File: src/rtl/regfile_wb_scheduler_pkg.sv
// Shared constants, types and the busy-scoreboard update rule for the writeback scheduler.
// Purely declarative, with no latency and no flow control of its own.
package regfile_wb_scheduler_pkg;

  localparam int REG_COUNT  = 32;
  localparam int REG_ADDR_W = 5;

  localparam logic GNT_EX = 1'b0;
  localparam logic GNT_LD = 1'b1;

  typedef logic [REG_ADDR_W-1:0] reg_addr_t;
  typedef logic [REG_COUNT-1:0]  busy_vec_t;

  // Clear from the retiring write first, then set from the new reservation,
  // so a same-edge collision leaves the register busy for the newer instruction.
  function automatic busy_vec_t busy_next(
    input busy_vec_t cur,
    input logic      clr_en,
    input reg_addr_t clr_rd,
    input logic      set_en,
    input reg_addr_t set_rd
  );
    busy_vec_t nxt;
    nxt = cur;
    if (clr_en) nxt[clr_rd] = 1'b0;
    if (set_en && (set_rd != '0)) nxt[set_rd] = 1'b1;
    nxt[0] = 1'b0;
    return nxt;
  endfunction

endpackage

File: src/rtl/regfile_wb_scheduler_arb.sv
// Two-way round-robin arbiter (ex/ld) with its last-grant pointer; grants are combinational.
// A grant is the transfer, so the pointer advances on every grant and nothing is ever held.
module wb_rr_arbiter2
  import regfile_wb_scheduler_pkg::*;
(
  input  logic clk,
  input  logic rst,
  input  logic ex_req,
  input  logic ld_req,
  output logic ex_gnt,
  output logic ld_gnt
);

  logic last;

  // Grants are masked while reset is held so nothing is accepted into a clearing pipeline.
  always_comb begin
    ex_gnt = rst & ex_req & (~ld_req | (last == GNT_LD));
    ld_gnt = rst & ld_req & (~ex_req | (last == GNT_EX));
  end

  always_ff @(posedge clk or negedge rst) begin
    if (!rst) begin
      last <= GNT_LD;
    end else if (ex_gnt) begin
      last <= GNT_EX;
    end else if (ld_gnt) begin
      last <= GNT_LD;
    end
  end

endmodule

File: src/rtl/regfile_wb_scheduler.sv
// Register-file writeback scheduler: round-robin ex/ld onto one write port plus a busy scoreboard.
// Latency 1 cycle (accept -> wb_*); the output stage never stalls, so a requester waits at most one cycle.
module regfile_wb_scheduler
  import regfile_wb_scheduler_pkg::*;
#(
  parameter int WORD_SIZE = 32
) (
  input  logic                  clk,
  input  logic                  rst,
  input  logic                  ex_valid,
  output logic                  ex_ready,
  input  logic [REG_ADDR_W-1:0] ex_rd,
  input  logic [WORD_SIZE-1:0]  ex_data,
  input  logic                  ld_valid,
  output logic                  ld_ready,
  input  logic [REG_ADDR_W-1:0] ld_rd,
  input  logic [WORD_SIZE-1:0]  ld_data,
  input  logic                  rsv_en,
  input  logic [REG_ADDR_W-1:0] rsv_rd,
  input  logic [REG_ADDR_W-1:0] q_rs1,
  input  logic [REG_ADDR_W-1:0] q_rs2,
  output logic                  busy_rs1,
  output logic                  busy_rs2,
  output logic                  wb_en,
  output logic [REG_ADDR_W-1:0] wb_rd,
  output logic [WORD_SIZE-1:0]  wb_data
);

  typedef struct packed {
    logic [REG_ADDR_W-1:0] rd;
    logic [WORD_SIZE-1:0]  data;
  } wb_req_t;

  logic      ex_gnt;
  logic      ld_gnt;
  logic      xfer;
  wb_req_t   sel;
  busy_vec_t busy;

  wb_rr_arbiter2 u_arb (
    .clk    (clk),
    .rst    (rst),
    .ex_req (ex_valid),
    .ld_req (ld_valid),
    .ex_gnt (ex_gnt),
    .ld_gnt (ld_gnt)
  );

  assign ex_ready = ex_gnt;
  assign ld_ready = ld_gnt;
  assign xfer     = ex_gnt | ld_gnt;

  always_comb begin
    sel = '{rd: ex_rd, data: ex_data};
    if (ld_gnt) sel = '{rd: ld_rd, data: ld_data};
  end

  // Writes to x0 are accepted but never reach the register file.
  always_ff @(posedge clk or negedge rst) begin
    if (!rst) begin
      wb_en   <= 1'b0;
      wb_rd   <= '0;
      wb_data <= '0;
    end else begin
      wb_en <= xfer && (sel.rd != '0);
      if (xfer) begin
        wb_rd   <= sel.rd;
        wb_data <= sel.data;
      end
    end
  end

  always_ff @(posedge clk or negedge rst) begin
    if (!rst) begin
      busy <= '0;
    end else begin
      busy <= busy_next(busy, wb_en, wb_rd, rsv_en, rsv_rd);
    end
  end

  assign busy_rs1 = busy[q_rs1];
  assign busy_rs2 = busy[q_rs2];

  a_one_ready: assert property (@(posedge clk) disable iff (!rst) !(ex_ready && ld_ready));
  a_x0_idle:   assert property (@(posedge clk) disable iff (!rst) !busy[0]);

endmodule

File: config.mk
export PLATFORM = sky130hd
export DESIGN_NAME = regfile_wb_scheduler
export DESIGN_NICKNAME = d
export VERILOG_FILES = /design/src/rtl/regfile_wb_scheduler_pkg.sv /design/src/rtl/regfile_wb_scheduler_arb.sv /design/src/rtl/regfile_wb_scheduler.sv
export SDC_FILE = /design/constraint.sdc
export NUM_CORES = 1
export LEC_CHECK = 0
export ABC_AREA = 1
export CAP_MARGIN = 5
export CORE_UTILIZATION = 41
export CTS_BUF_LIST = sky130_fd_sc_hd__clkbuf_16
export DETAILED_ROUTE_END_ITERATION = 8
export PLACE_DENSITY_LB_ADDON = 0.05
export SYNTH_ARGS = -nofsm -noshare
export SYNTH_HDL_FRONTEND = slang
export SYNTH_SLANG_ARGS = --single-unit
export TNS_END_PERCENT = 1
File: constraint.sdc
create_clock -name clk -period 1.6 [get_ports clk]
set_input_delay 0.48 -clock clk [delete_from_list [all_inputs] [get_ports clk]]
set_output_delay 0.48 -clock clk [all_outputs]
set_load 0.01 [all_outputs]
==> impl_metrics.toml <==
[status]
outcome = "finished with violations"
violations = "setup timing"

[yosys]
synthSimpleGateAreaFrac = 0.268
synth.area.mux_share = 0
synth_compound_area_frac = 0.190
yosysTopAreaCell = "dfrtp_1"
synth_top_family_by_area = "simple AND/OR/NAND/NOR gates"
synth_seq_cells = 70
synth_area_mm2 = 0.00372
syn_nets = 596
synth-xor-area-share = 0
synth.distinct_cells = 20
yosysTopAreaCellShare = 0.464
synth-seq-area-share = 0.471
avgSynthCellArea_um2 = 7.42
synthAdderAreaFrac = 0
ys_warn_count = 0
synthTopCellsByArea = "dfrtp_1 (46%), nand2_1 (13%), nand3_1 (10%), o21ai_0 (9.3%), o21ai_1 (4.4%)"
syn_inst = 502

[sta]
rsz0062_at_grt = "true"
fmax_mhz = 517
tightest_slew_ns = 0.757
period_share = 1.21
fin_worst_skew_ns = 0.00389
slew-limit-headroom = 0.495
whs_ns = 0.109
setup_ws_ns = -0.335
drv_slew = 0
finalHoldViolations = 0
fin_setup_tns_ns = -0.808
fin_crit_ns = 1.93
setup_violations = 4

[critical_path]
critPathLaunchType = "flip-flop"
rr_startpoint = "u_arb.last"
crit_path_end_kind = "output port"
crit_required_ns = 1.12
worst-r2r-setup-slack_ns = 0.11
arrival_ns = 1.45
ff2ff_path_depth = 8
path_class = "flip-flop to output port"
cp_max_fo = 2
critPathLaunch = "busy[4]"
rr_endpoint = "wb_en"
crit_path_end = "busy_rs1"

[clock_tree]
worstSkewPairLatency_ns = 0.33
clk_pin_slew_ns = 0.06
numCtsBuffers = 9
cts.hold.buffers_added = 0
clkSinkCount = 70
htreeDepth = 3
cts_tree = "done"
cts_root_buf = "clkbuf_16"
clock_path_buffers = 2

[cells_and_area]
area_growth_pct = 58.0
fin_nets = 760
nFillCells = 771
final_cells = 779
diodes = 0
drive_gt1_frac = 0.161

[placement]
placed_cells = 755
hpwl_um = 9690
port_buffers = 135
pre_cts_slack_ns = -1.11
place.gp.congestion = 0.893

[floorplan]
start_util = 0.425
die_w_um = 97.3
coreArea_mm2 = 0.00876
dieHeight_um = 97.3
die_area_mm2 = 0.00947
io_pins = 136
rows = 34

[drt]
drt-pass1-iter-count = 5
routedWlPerCell_um = 17.2
ant_nets = 0
drc_errors = 0
drt-vias-per-instance = 5.40
vias = 4207
finalWirelength_um = 13400
first_iter_violations = 178

[pwr]
ir_worst_vdd_v = 0.000573
pwr_density_cell_mw_per_mm2 = 1200
leakage_nw = 2.71

[global_routing]
grt.total_usage = 0.291
first_global_vias = 4362
grt_antenna_before_repair = 0
grt_max_degree = 61
grt_pass1_wl_um = 21600
grt.overflow.total = 0

[job]
drv_cap = 0

[min_path]
hp-class = "input pin to async pin"
==> state kept, by name, summed over array words and instances (netlist names) <==
| signal | cells |
|---|---|
| u_arb.last | 1 |
| busy | 31 |
| wb_en | 1 |
| wb_data | 32 |
| wb_rd | 5 |
==> layer usage <==
metal / track usage / part of all wire
met1: 0.319 / 0.37
met2: 0.512 / 0.51
met3: 0.0748 / 0.072
met4: 0.164 / 0.049
met5: 0 / 0
==> where the power goes <==
| group | leakage, nW | internal (mW) | switching (mW) |
|---|---|---|---|
| Sequential | 0.797 | 2.29 | 0.547 |
| Combinational | 1.75 | 1.01 | 1.10 |
| Clock | 0.157 | 1.36 | 0.754 |
==> cell type report <==
cell class / instances / area [um^2] / area share
inverters: 33 / 151 / 0.0257
clock buffers: 9 / 225 / 0.0383
multi-input cells: 377 / 1780 / 0.303
clock inverters: 7 / 90.1 / 0.0153
repair inverters: 2 / 17.5 / 0.00298
well taps: 108 / 135 / 0.0230
repair buffers: 173 / 1730 / 0.294
flip-flops and latches: 70 / 1750 / 0.298
==> critical path, cell delays in order (launching register included) <==
cell	delay, ns
dfrtp_1	0.40
inv_2	0.11
nand2_1	0.09
nand3_2	0.07
nand3_1	0.08
nand3_1	0.09
nand2_1	0.05
nand2_1	0.07
nand2_2	0.05
buf_6	0.11
==> through the flow <==
stage	utilization	total power [mW]	area, um^2
6_report	0.671	7.05	5880
3_5_place_dp	0.613	4.87	5370
4_1_cts	0.666	7.00	5840
5_1_grt	0.671	7.45	5880
2_1_floorplan	-	3.60	3770
3_3_place_gp	0.613	4.82	5370
==> worst min path at each step <==
stage | startpoint | to | slack, ns | depth (start not counted)
after floorplan | rst | busy[10] | 0.18 | 0
final | rst | wb_en | 0.11 | 2
after CTS | rst | wb_rd[1] | 0.10 | 2
after detailed placement | rst | wb_rd[4] | 0.45 | 2
after global routing | rst | wb_en | 0.12 | 2
after global placement | rst | wb_rd[4] | 0.45 | 2
==> cell usage after synthesis <==
| master | n |
|---|---|
| a21oi_2 | 1 |
| a21oi_1 | 32 |
| inv_4 | 2 |
| clkbuf_1 | 4 |
| buf_2 | 8 |
| inv_2 | 3 |
| nor2_1 | 34 |
| nand2_2 | 1 |
| o21ai_1 | 33 |
| inv_1 | 28 |
| o21ai_2 | 3 |
| nand3_1 | 75 |
| o21ai_0 | 69 |
| or2_1 | 1 |
| nand2_1 | 127 |
| dfrtp_1 | 69 |
| dfstp_2 | 1 |
| buf_4 | 8 |
| or2_0 | 1 |
| buf_6 | 2 |
==> what timing repair did <==
action | 4_1_cts | 5_1_grt
gates resized for setup | 109 | 13
cloned | 5 | 1
endpoints found under the setup margin | 66 | 22
setup buffers | 1 | 1
hold endpoints to repair | 0 | 0
pin swaps | 26 | 5
==> cells by family (layout without fill, tap and decap cells) <==
group,Yosys count,in the layout
buf+inv,55,224
simple gates,239,239
flops,70,70
compound gates,138,138
==> cell usage in the layout, fill, tap and decap left out, types with 6 or more instances in the layout <==
master	count
inv_1	19
o21ai_1	32
buf_4	26
o21ai_0	69
nand2_1	114
dfrtp_1	68
a21oi_1	32
nand3_2	8
dlygate4sd2_1	42
nand2_2	14
nand3_1	67
clkbuf_16	9
nor2_1	34
inv_2	12
clkdlybuf4s50_1	83
buf_6	6
No activity file was read; power rests on OpenSTA's default activity.
